File: config.mk
export PLATFORM = sky130hd
export DESIGN_NAME = queue_3x79
export DESIGN_NICKNAME = d
export VERILOG_FILES = /design/src/rtl/queue_pkg.sv /design/src/rtl/ram_3x79.sv /design/src/rtl/queue_3x79.sv
export SDC_FILE = /design/constraint.sdc
export NUM_CORES = 1
export LEC_CHECK = 0
export CORE_ASPECT_RATIO = 0.9
export CORE_UTILIZATION = 48
export DETAILED_ROUTE_END_ITERATION = 6
export PLACE_DENSITY = 0.74
export SLEW_MARGIN = 40
export SYNTH_ARGS = -nofsm -noshare
export SYNTH_HDL_FRONTEND = slang
export SYNTH_HIERARCHICAL = 1
export SYNTH_SLANG_ARGS = --single-unit
File: constraint.sdc
create_clock -name clock -period 8.25 [get_ports clock]
set_clock_uncertainty 0.15 [all_clocks]
set_input_delay 0.825 -clock clock [delete_from_list [all_inputs] [get_ports clock]]
set_output_delay 0.825 -clock clock [all_outputs]
set_load 0.02 [all_outputs]
File: src/rtl/queue_pkg.sv
// Shared sizing, pointer type and wrap helper for the 3x79 queue.
package queue_pkg;

    localparam int QUEUE_DEPTH = 3;
    localparam int QUEUE_WIDTH = 79;

    typedef logic [1:0] queue_ptr_t;

    // Pointers count 0,1,2 and wrap explicitly; value 3 is never produced.
    function automatic queue_ptr_t ptr_inc(input queue_ptr_t p);
        if (p == queue_ptr_t'(QUEUE_DEPTH - 1)) begin
            return '0;
        end
        return p + 2'd1;
    endfunction

endpackage

File: src/rtl/ram_3x79.sv
// 3x79 two-port storage: clocked write port, always-enabled async read.
module ram_3x79
    import queue_pkg::*;
(
    input  logic                   clock,
    input  logic                   r_en,
    input  queue_ptr_t             r_addr,
    output logic [QUEUE_WIDTH-1:0] r_data,
    input  logic                   w_en,
    input  queue_ptr_t             w_addr,
    input  logic [QUEUE_WIDTH-1:0] w_data
);

    logic [QUEUE_WIDTH-1:0] mem [QUEUE_DEPTH];

    always_ff @(posedge clock) begin
        if (w_en) begin
            mem[w_addr] <= w_data;
        end
    end

    assign r_data = r_en ? mem[r_addr] : '0;

endmodule

File: src/rtl/queue_3x79.sv
// Three-entry 79-bit ready/valid FIFO controller around ram_3x79.
module queue_3x79
    import queue_pkg::*;
#(
    parameter bit FLOW = 1'b0,
    parameter bit PIPE = 1'b0
) (
    input  logic                   clock,
    input  logic                   reset,
    output logic                   io_enq_ready,
    input  logic                   io_enq_valid,
    input  logic [QUEUE_WIDTH-1:0] io_enq_bits,
    input  logic                   io_deq_ready,
    output logic                   io_deq_valid,
    output logic [QUEUE_WIDTH-1:0] io_deq_bits,
    output logic [1:0]             io_count
);

    queue_ptr_t             enq_ptr;
    queue_ptr_t             deq_ptr;
    queue_ptr_t             ptr_diff;
    logic                   maybe_full;
    logic                   ptr_match;
    logic                   empty;
    logic                   full;
    logic                   do_enq;
    logic                   do_deq;
    logic                   bypass;
    logic [QUEUE_WIDTH-1:0] ram_data;

    assign ptr_match = (enq_ptr == deq_ptr);
    assign empty     = ptr_match & ~maybe_full;
    assign full      = ptr_match & maybe_full;

    // Flow-through: an empty queue with a ready consumer skips storage.
    assign bypass = FLOW & empty & io_deq_ready;

    assign io_enq_ready = ~full | (PIPE & io_deq_ready);
    assign io_deq_valid = ~empty | (FLOW & io_enq_valid);
    assign io_deq_bits  = (FLOW && empty) ? io_enq_bits : ram_data;

    assign do_enq = io_enq_ready & io_enq_valid & ~bypass;
    assign do_deq = io_deq_ready & io_deq_valid & ~bypass;

    always_ff @(posedge clock) begin
        if (reset) begin
            enq_ptr    <= '0;
            deq_ptr    <= '0;
            maybe_full <= 1'b0;
        end else begin
            if (do_enq) begin
                enq_ptr <= ptr_inc(enq_ptr);
            end
            if (do_deq) begin
                deq_ptr <= ptr_inc(deq_ptr);
            end
            if (do_enq != do_deq) begin
                maybe_full <= do_enq;
            end
        end
    end

    assign ptr_diff = enq_ptr - deq_ptr;

    // Depth is not a power of two, so a wrapped difference needs +3 mod 4.
    always_comb begin
        io_count = ptr_diff;
        if (ptr_match) begin
            io_count = maybe_full ? 2'd3 : 2'd0;
        end else if (deq_ptr > enq_ptr) begin
            io_count = 2'd3 + ptr_diff;
        end
    end

    ram_3x79 u_ram (
        .clock  (clock),
        .r_en   (1'b1),
        .r_addr (deq_ptr),
        .r_data (ram_data),
        .w_en   (do_enq),
        .w_addr (enq_ptr),
        .w_data (io_enq_bits)
    );

endmodule
# Word level (Yosys, flattened, before mapping)
# Memory sizes are Yosys's and may differ from the RTL's. A register that Yosys moved wholly into a read port is not among the register bits.
# Index checks and enable logic that the tools add are counted.
op_classes:
  bitwise: 7
  n_eq_ne: 4
  addsub: 4
  mux: 17
  order_cmp: 1
ops:
  columns: ["operator", "count"]
  rows:
  - ["two-way mux 2 bit", 9]
  - ["two-way mux 1 bit", 8]
  - ["adder 2 x 1 -> 2 bit, second input constant", 2]
  - ["bitwise AND 1 bit", 4]
  - ["equality test 2 bit, second input constant", 2]
  - ["NOT 1 bit", 3]
  - ["adder 2 bit, first input constant", 1]
  - ["equality test 2 bit", 1]
  - ["greater-than comparator 2 bit", 1]
  - ["subtractor 2 bit", 1]
  - ["!= test 1 bit", 1]
totals:
  wordCells: 37
  mem_count: 1
  inputBits: 83
  reg_bits: 5
  out_inout_bits: 83
  ram_bits: 237
mem_list:
  columns: ["memory", "words", "width", "read_ports", "rd_ports_with_merged_regs", "write_ports", "line_no", "rtl"]
  rows:
  - ["u_ram.mem", 3, 79, 1, 1, 1, "ram_3x79.sv:14", "logic [QUEUE_WIDTH-1:0] mem [QUEUE_DEPTH];"]

# Logic depth before layout (Yosys ltp)
# Gate-level depths: netlist (run 1).
logic_depth:
  depth_word: 9
  ltp_mapped: 7
  ltp_nobuf: 7

# Modules after synthesis
# Netlist (run 1), hierarchy kept.
by_module_without_submodules:
  columns: ["mod", "area_each_um2", "n_inst", "cells_each", "seq_area_each_um2"]
  rows:
  - ["ram_3x79", 9542.9, 1, 512, 7116.8]
  - ["queue_3x79", 339.1, 1, 40, 100.1]

# Worst setup path before layout (run 1)
# Ideal clock, no wire load.
synth_path:
  path_kind: "register -> register"
  startpoint: "reg deq_ptr[1]"
  endpoint: "mem u_ram.mem[0][0], enable pin"
  stages_incl_launch_ff: 6
  t_arrival_ps: 7086
  n_path_buf: 0
  synth_period_minus_slack_ps: 7865
  setup_time_ps: 630
  slack_ps: 385
  required_ps: 7470
  cell_sequence: "dfxtp_1 inv_1 ha_1 nand3_1 and2_1 nor3b_1"
synth_via:
  elab_chain_len: 6
synth_lines:
  columns: ["item", "line_no", "rtl"]
  rows:
  - ["start: declaration", "queue_3x79.sv:20", "queue_ptr_t deq_ptr;"]
  - ["start signal: assignment", "queue_3x79.sv:55", "deq_ptr <= ptr_inc(deq_ptr);"]
  - ["equality test 2 bit", "queue_3x79.sv:31", "assign ptr_match = (enq_ptr == deq_ptr);"]
  - ["bitwise AND 1 bit", "queue_3x79.sv:33", "assign full = ptr_match & maybe_full;"]
  - ["NOT 1 bit", "queue_3x79.sv:38", "assign io_enq_ready = ~full | (PIPE & io_deq_ready);"]
  - ["via io_enq_ready", "queue_3x79.sv:10", "output logic io_enq_ready,"]
  - ["bitwise AND 1 bit", "queue_3x79.sv:42", "assign do_enq = io_enq_ready & io_enq_valid & ~bypass;"]
  - ["via do_enq", "queue_3x79.sv:26", "logic do_enq;"]
  - ["two-way mux 1 bit", "ram_3x79.sv:17", "if (w_en) begin"]
  - ["two-way mux 1 bit (not written as such)", "ram_3x79.sv:18", "mem[w_addr] <= w_data;"]
  - ["end: declaration", "ram_3x79.sv:14", null]
# The timed path passes the listed nets, and every way through them passes these cells.

# Final worst setup path (run 1)
layout_path:
  startpoint: "reg deq_ptr[1]"
  endpoint: "out io_count[1]"
layout_via:
  elab_chain_len: 4
  word_cells_on_any_way: 6
  classes_between: "add/sub: 2; order compare: 1; eq/ne: 1; mux: 2"
layout_lines:
  columns: ["item", "line_no", "rtl"]
  rows:
  - ["subtractor 2 bit", "queue_3x79.sv:63", "assign ptr_diff = enq_ptr - deq_ptr;"]
  - ["adder 2 bit", "queue_3x79.sv:71", "io_count = 2'd3 + ptr_diff;"]
  - ["two-way mux 2 bit", "queue_3x79.sv:70", "end else if (deq_ptr > enq_ptr) begin"]
  - ["two-way mux 2 bit (*)", "queue_3x79.sv:68", "if (ptr_match) begin"]
  - ["end: declaration", "queue_3x79.sv:16", "output logic [1:0] io_count"]
# Mark *: on every way between the ends. The rest lies on a longest branch, timed or not.

==> results.tsv, run 1 <==
stage	metric	value	unit
floorplanning	die_area	21200	um^2
layout	final_common_cell	edfxtp_1	
sta	slew_headroom	0.487	
floorplanning	start_util	0.493	
sta	hold_viol_final	0	
sta	setup_ws	4040	ps
synthesis	synth_area_per_cell	17.9	um^2
sta	setup_viol	0	
global_routing	grt-ovfl-total	0	
floorplanning	core-area	20000	um^2
layout	fin_cells	989	
route	drt_wl_total	19.3	mm
sta	finalMaxSlewViolations	0	
worst_setup_path	critical_path_buf_inv_count	2	
worst_setup_path	setup.worst_path.start_class	flip-flop	
pwr	vdd_drop_max	189	uV
global_routing	grt_pass1_wl	30.8	mm
placed_design	place_ws	4510	ps
sta	worst_pin_slew	769	ps
sta	finalCriticalPeriod	4210	ps
pwr	power_density	251	nW/um^2
worst_setup_path	critPathArrivalTime	3230	ps
worst_setup_path	slowest_stage	dfxtp_4	
cts	cts_setup_buffers	0	
floorplanning	ios	166	
sta	clock.fmax	238	MHz
layout	drive_gt1_frac	0.177	
pwr	p_leak	0.00469	uW
floorplanning	die_h	138	um
route	antenna_left	0	
floorplanning	die_w	153	um
placed_design	io_buffers	165	
cts	cts.sinks	242	
synthesis	synth_area	9880	um^2
cts	clkLatencyLatePin	510	ps
global_routing	grt_util_all_layers	0.185	
sta	finalSetupTns	0	ps
sta	rsz0062_at_grt	false	
worst_setup_path	crit_family	flip-flops	
floorplanning	row_count	49	
placed_design	dpl.cell_count	943	
route	drc	0	
route	post_drt_wl_per_cell	19.5	um
cts	hold_buffers	0	
cts	clk_pin_slew	60	ps
route	dr.pass1.iters	5	
worst_setup_path	crit_type	flip-flop to primary output	
placed_design	gp_congestion	0.816	
worst_hold_path	holdCritPathClass	flip-flop to flip-flop	
worst_setup_path	max_stage_delay	790	ps
worst_setup_path	crit_chain	inv_1, fa_1, nand2_1, mux2_2, o221a_2, clkdlybuf4s50_1	
status	status	complete, no violations	
worst_setup_path	cp.required	7280	ps
cts	clockBufferDepth	3	
cts	cts_buffers	25	
worst_setup_path	r2r_slack	4550	ps
global_routing	grt_pass1_vias	5637	
route	via_count	5325	
global_routing	grt_max_degree	93	
synthesis	synth_fp_nets	638	
job	maxCapViolCount	0	
layout	area_growth	26.8	%
synthesis	netlist_instances	552	
cts	cts_tree	built	
synthesis	synth-seq-area-share	0.730	
sta	fin_crit_sh	0.510	
layout	diodes	0	
synthesis	synth_cell_types	32	
route	drtIter0Drc	308	
placed_design	hpwl	11.2	mm
cts	root_buffer	clkbuf_16	
worst_setup_path	cp_max_fo	70	
global_routing	antenna_found_initial	0	
synthesis	ys_ff_latch	242	
cts	h-tree-depth	1	
worst_setup_path	end_kind	primary output	
layout	nets	801	
route	detail_route.vias_per_cell	5.38	
layout	most-common-layout-cells	edfxtp_1 (237), clkdlybuf4s50_1 (165), o211a_1 (79), mux2_2 (70), nand2b_1 (67)	
cts	post_cts_resized	0	
synthesis	yosysWarnings	6	
## cell families (layout without fill, tap and decap cells)
group,after synthesis,after routing,share of synthesized area
other,1,1,0.000379
muxes,82,82,0.0970
AOI/OAI and AO/OA,90,90,0.0867
adders and majority gates,3,3,0.00456
buffers and inverters,41,223,0.0198
DFF,242,242,0.730
and+or+nand+nor,93,93,0.0613
## synth_stat cells
cell      number  area, um^2
and3b_1        2        17.5
nand4_1        1        6.26
o21ai_0        5        25.0
clkbuf_2       1        5.00
clkbuf_1      13        48.8
inv_1          6        22.5
buf_1          6        22.5
nand2b_1      67         419
fa_1           1        20.0
o31ai_1        1        7.51
o211a_1       79         791
a21oi_1        3        15.0
and3b_4        1        12.5
nor3_1         1        5.00
buf_6          3        33.8
nand2_1        1        3.75
mux2i_1        2        20.0
or2b_1        13        97.6
or4_1          1        7.51
buf_4          1        7.51
edfxtp_1     237        7120
o221a_2        1        11.3
and2_1         1        6.26
conb_1         1        3.75
mux2_2        70         788
buf_2         11        55.1
dfxtp_1        5         100
ha_1           2        25.0
a21boi_0       1        7.51
nand3_1        3        15.0
mux2_4        10         150
nor3b_1        2        15.0
## cell type report
| class | count | area [um^2] |
|---|---|---|
| fill | 1416 | 7510 |
| sequential | 242 | 7220 |
| clock buffer | 29 | 641 |
| tap | 255 | 319 |
| inverter | 6 | 22.5 |
| timing repair buffer | 171 | 1700 |
| multi-input combinational | 269 | 2480 |
| clock inverter | 17 | 141 |
## metrics by stage
step           utilization  instance area (um^2)  hold WS, ps  total power [uW]
6_report             0.625                 12500          377              3150
2_1_floorplan            -                  9880          315              1880
4_1_cts              0.625                 12500          374              3180
3_5_place_dp         0.586                 11800          366              2120
5_1_grt              0.625                 12500          400              3270
3_3_place_gp         0.586                 11700          345              2100
## per-layer routing
layer / vias to the layer above / global-route usage / part of all wire
met4: 0 / 0.0569 / 0.022
li1: 2487 / - / -
met2: 178 / 0.325 / 0.50
met3: 31 / 0.0332 / 0.056
met5: - / 0 / 0
met1: 2629 / 0.235 / 0.42
## power breakdown
group	internal (uW)	switching [uW]	leakage, uW	total, uW
combinational	301	298	0.00208	600
clock	619	442	0.000381	1060
sequential	1460	33.9	0.00223	1490
## worst reg2reg max path, delay by kind of cell, from the launching register on
kind / cells / cell delay [ps]
and+or+nand+nor: 3 / 1080
DFF: 1 / 790
adders and majority gates: 1 / 420
buffers and inverters: 2 / 880
## sequential cells by signal (all words and copies together) (netlist names)
signal	cells
deq_ptr	2
u_ram/mem	237
maybe_full	1
enq_ptr	2
## worst paths after layout
kind / start / endpoint / cells past startpoint
hold reg to reg: maybe_full$_SDFFE_PP0P_ / maybe_full$_SDFFE_PP0P_ / 2
hold / removal: maybe_full$_SDFFE_PP0P_ / maybe_full$_SDFFE_PP0P_ / 2
setup / recovery: deq_ptr[1]$_SDFFE_PP0P_ / io_count[1] / 6
setup reg to reg: deq_ptr[1]$_SDFFE_PP0P_ / u_ram/mem[2][55]$_DFFE_PP_ / 6
Note: power is estimated with default switching activity, not from simulation.
==> run 2: changes to the inputs <==
--- a/config.mk
+++ b/config.mk
@@ -6,7 +6,7 @@
 export NUM_CORES = 1
 export LEC_CHECK = 0
 export CORE_ASPECT_RATIO = 0.9
-export CORE_UTILIZATION = 48
+export CORE_UTILIZATION = 50
 export DETAILED_ROUTE_END_ITERATION = 6
 export PLACE_DENSITY = 0.74
 export SLEW_MARGIN = 40
==> constraint.sdc (replaced) <==
create_clock -name clock -period 4.1 [get_ports clock]
set_clock_uncertainty 0.15 [all_clocks]
set_input_delay 0.41 -clock clock [delete_from_list [all_inputs] [get_ports clock]]
set_output_delay 0.41 -clock clock [all_outputs]
set_load 0.02 [all_outputs]
==> run 2 against run 1 <==
Net effect: via count up 1.0%; clock power up 92%; cell area about the same; total power up 98%; sequential power up 100%; register-to-register slack worse by 3600 ps; clock-buffer cell count up 2; critical path type unchanged; largest power group unchanged.
==> results.tsv, run 2 (synthesized netlist as in run 1, its figures left out) <==
stage	metric	value	unit	change
status	status	complete, no violations		unchanged
floorplanning	start_util	0.513		was 0.493
worst_hold_path	hold_path_startpoint	io_enq_bits[68]		was maybe_full$_SDFFE_PP0P_
layout	diodes	0		unchanged
layout	regMostFlops	u_ram/mem		unchanged
cts	h-tree-depth	1		unchanged
worst_hold_path	min_path_cells	1		was 2
global_routing	grt_pass1_vias	5509		was 5637
route	detail_route.vias_per_cell	5.44		was 5.38
sta	clock.fmax	273	MHz	
placed_design	io_buffers	165		unchanged
sta	hold_viol_final	0		unchanged
worst_setup_path	cp.required	3540	ps	was 7280 ps
worst_setup_path	setup.worst_path.start_class	flip-flop		unchanged
cts	cts.sinks	242		unchanged
global_routing	grt-ovfl-total	0		unchanged
route	drtIter0Drc	295		was 308
layout	largest_reg_flops	237		unchanged
layout	top_regs	u_ram/mem (237), deq_ptr (2), enq_ptr (2)		unchanged
worst_setup_path	cp_max_fo	52		was 70
layout	final_common_cell	edfxtp_1		unchanged
worst_setup_path	crit_type	flip-flop to primary output		unchanged
worst_setup_path	slowest_stage	dfxtp_4		unchanged
worst_setup_path	critical_path_buf_inv_count	2		unchanged
cts	root_buffer	clkbuf_16		unchanged
cts	cts_setup_buffers	0		unchanged
global_routing	grt_max_degree	80		was 93
global_routing	grt_pass1_wl	30.1	mm	was 30.8 mm
sta	finalCriticalPeriod	3670	ps	
cts	post_cts_resized	0		unchanged
sta	fin_crit_sh	0.894		
layout	design_area	12500	um^2	about the same
worst_setup_path	end_kind	primary output		unchanged
worst_setup_path	r2r.worst_path.cells	6		unchanged
worst_hold_path	holdCritPathClass	input port to flip-flop		was flip-flop to flip-flop
worst_setup_path	worst_r2r_endpoint	u_ram/mem[1][24]$_DFFE_PP_		was u_ram/mem[2][55]$_DFFE_PP_
worst_setup_path	crit_chain	inv_1, fa_1, nand2_1, mux2_2, o221a_2, clkdlybuf4s50_1		unchanged
global_routing	grt_util_all_layers	0.195		was 0.185
job	maxCapViolCount	0		unchanged
sta	finalSetupTns	0	ps	unchanged
route	via_count	5378		was 5325
cts	clk_pin_slew	60	ps	about the same
pwr	p_leak	0.00470	uW	was 0.00469 uW
cts	clkLatencyLatePin	500	ps	was 510 ps
worst_setup_path	max_stage_delay	680	ps	was 790 ps
layout	area_growth	26.9	%	was 26.8%
cts	hold_buffers	0		unchanged
placed_design	place_area	11800	um^2	about the same
worst_setup_path	r2r_start	deq_ptr[1]$_SDFFE_PP0P_		unchanged
floorplanning	ios	166		unchanged
global_routing	antenna_found_initial	0		unchanged
placed_design	hpwl	11.6	mm	was 11.2 mm
layout	final_core_util	0.651		was 0.625
route	post_drt_wl_per_cell	19.6	um	was 19.5 um
sta	finalMaxSlewViolations	0		unchanged
cts	clockBufferDepth	3		unchanged
layout	most-common-layout-cells	edfxtp_1 (237), clkdlybuf4s50_1 (165), o211a_1 (79), mux2_2 (70), nand2b_1 (67)		unchanged
floorplanning	die_area	20300	um^2	was 21200 um^2
worst_setup_path	r2r_slack	950	ps	was 4550 ps
worst_hold_path	hold_end	u_ram/mem[1][68]$_DFFE_PP_		was maybe_full$_SDFFE_PP0P_
route	drt_wl_total	19.4	mm	was 19.3 mm
pwr	vdd_drop_max	344	uV	was 189 uV
floorplanning	die_w	150	um	was 153 um
layout	fillCellCount	1338		was 1416
route	drc	0		unchanged
sta	slew_headroom	0.567		was 0.487
route	antenna_left	0		unchanged
layout	drive_gt1_frac	0.176		was 0.177
layout	nets	806		was 801
worst_setup_path	crit_family	buffers and inverters		was flip-flops
cts	cts_buffers	25		unchanged
route	dr.pass1.iters	4		was 5
sta	hold_slack	369	ps	was 377 ps
pwr	power_density	498	nW/um^2	was 251 nW/um^2
floorplanning	row_count	48		was 49
floorplanning	die_h	135	um	was 138 um
sta	worst_pin_slew	650	ps	was 769 ps
sta	rsz0062_at_grt	false		unchanged
worst_setup_path	critPathArrivalTime	3110	ps	was 3230 ps
floorplanning	core-area	19300	um^2	was 20000 um^2
placed_design	gp_congestion	0.756		was 0.816
sta	setup_viol	0		unchanged
cts	cts_tree	built		unchanged
[run 2: layer usage]
| metal | vias to the layer above | part of all wire | track usage |
|---|---|---|---|
| li1 | 2493 | - | - |
| met3 | 27 | 0.058 | 0.0377 |
| met1 | 2686 | 0.42 | 0.254 |
| met4 | 0 | 0.020 | 0.0511 |
| met5 | - | 0 | 0 |
| met2 | 172 | 0.51 | 0.335 |
[run 2: power breakdown]
group / internal (uW) / switching, uW
sequential: 2930 / 69.1
combinational: 615 / 604
clock: 1180 / 854
total: 4720 / 1530
[run 2: worst max path at each step]
stage          cells past startpoint                          to               startpoint
2_1_floorplan                      5   u_ram/mem[0][0]$_DFFE_PP_  deq_ptr[1]$_SDFFE_PP0P_
5_1_grt                            6                 io_count[1]  deq_ptr[1]$_SDFFE_PP0P_
3_5_place_dp                       6  u_ram/mem[1][31]$_DFFE_PP_  deq_ptr[1]$_SDFFE_PP0P_
6_report                           6                 io_count[1]  deq_ptr[1]$_SDFFE_PP0P_
4_1_cts                            6                 io_count[1]  deq_ptr[1]$_SDFFE_PP0P_
3_3_place_gp                       6  u_ram/mem[1][29]$_DFFE_PP_  deq_ptr[1]$_SDFFE_PP0P_
[run 2: area by class of cell]
| class | count | area, um^2 | area share |
|---|---|---|---|
| flip-flops and latches | 242 | 7220 | 0.576 |
| multi-input cells | 269 | 2490 | 0.198 |
| repair buffers | 176 | 1760 | 0.140 |
| clock buffers | 31 | 648 | 0.0517 |
| well taps | 250 | 313 | 0.0249 |
| clock inverters | 14 | 88.8 | 0.00708 |
| inverters | 6 | 22.5 | 0.00180 |
[run 2: metrics by stage]
step                      total power [uW]  worst slack [ps]  cells
after floorplan                       3770               150    552
after global placement                4230              1020    943
after detailed placement              4270               927    943
after CTS                             6310               412    988
after global routing                  6480               303    988
final                                 6250               435    988
[run 2: worst register-to-register path, cell delays in order (launching register included)]
cell,delay [ps]
dfxtp_4,680
inv_1,190
ha_1,380
nand3_1,180
and2_1,240
and3b_4,640
buf_4,370
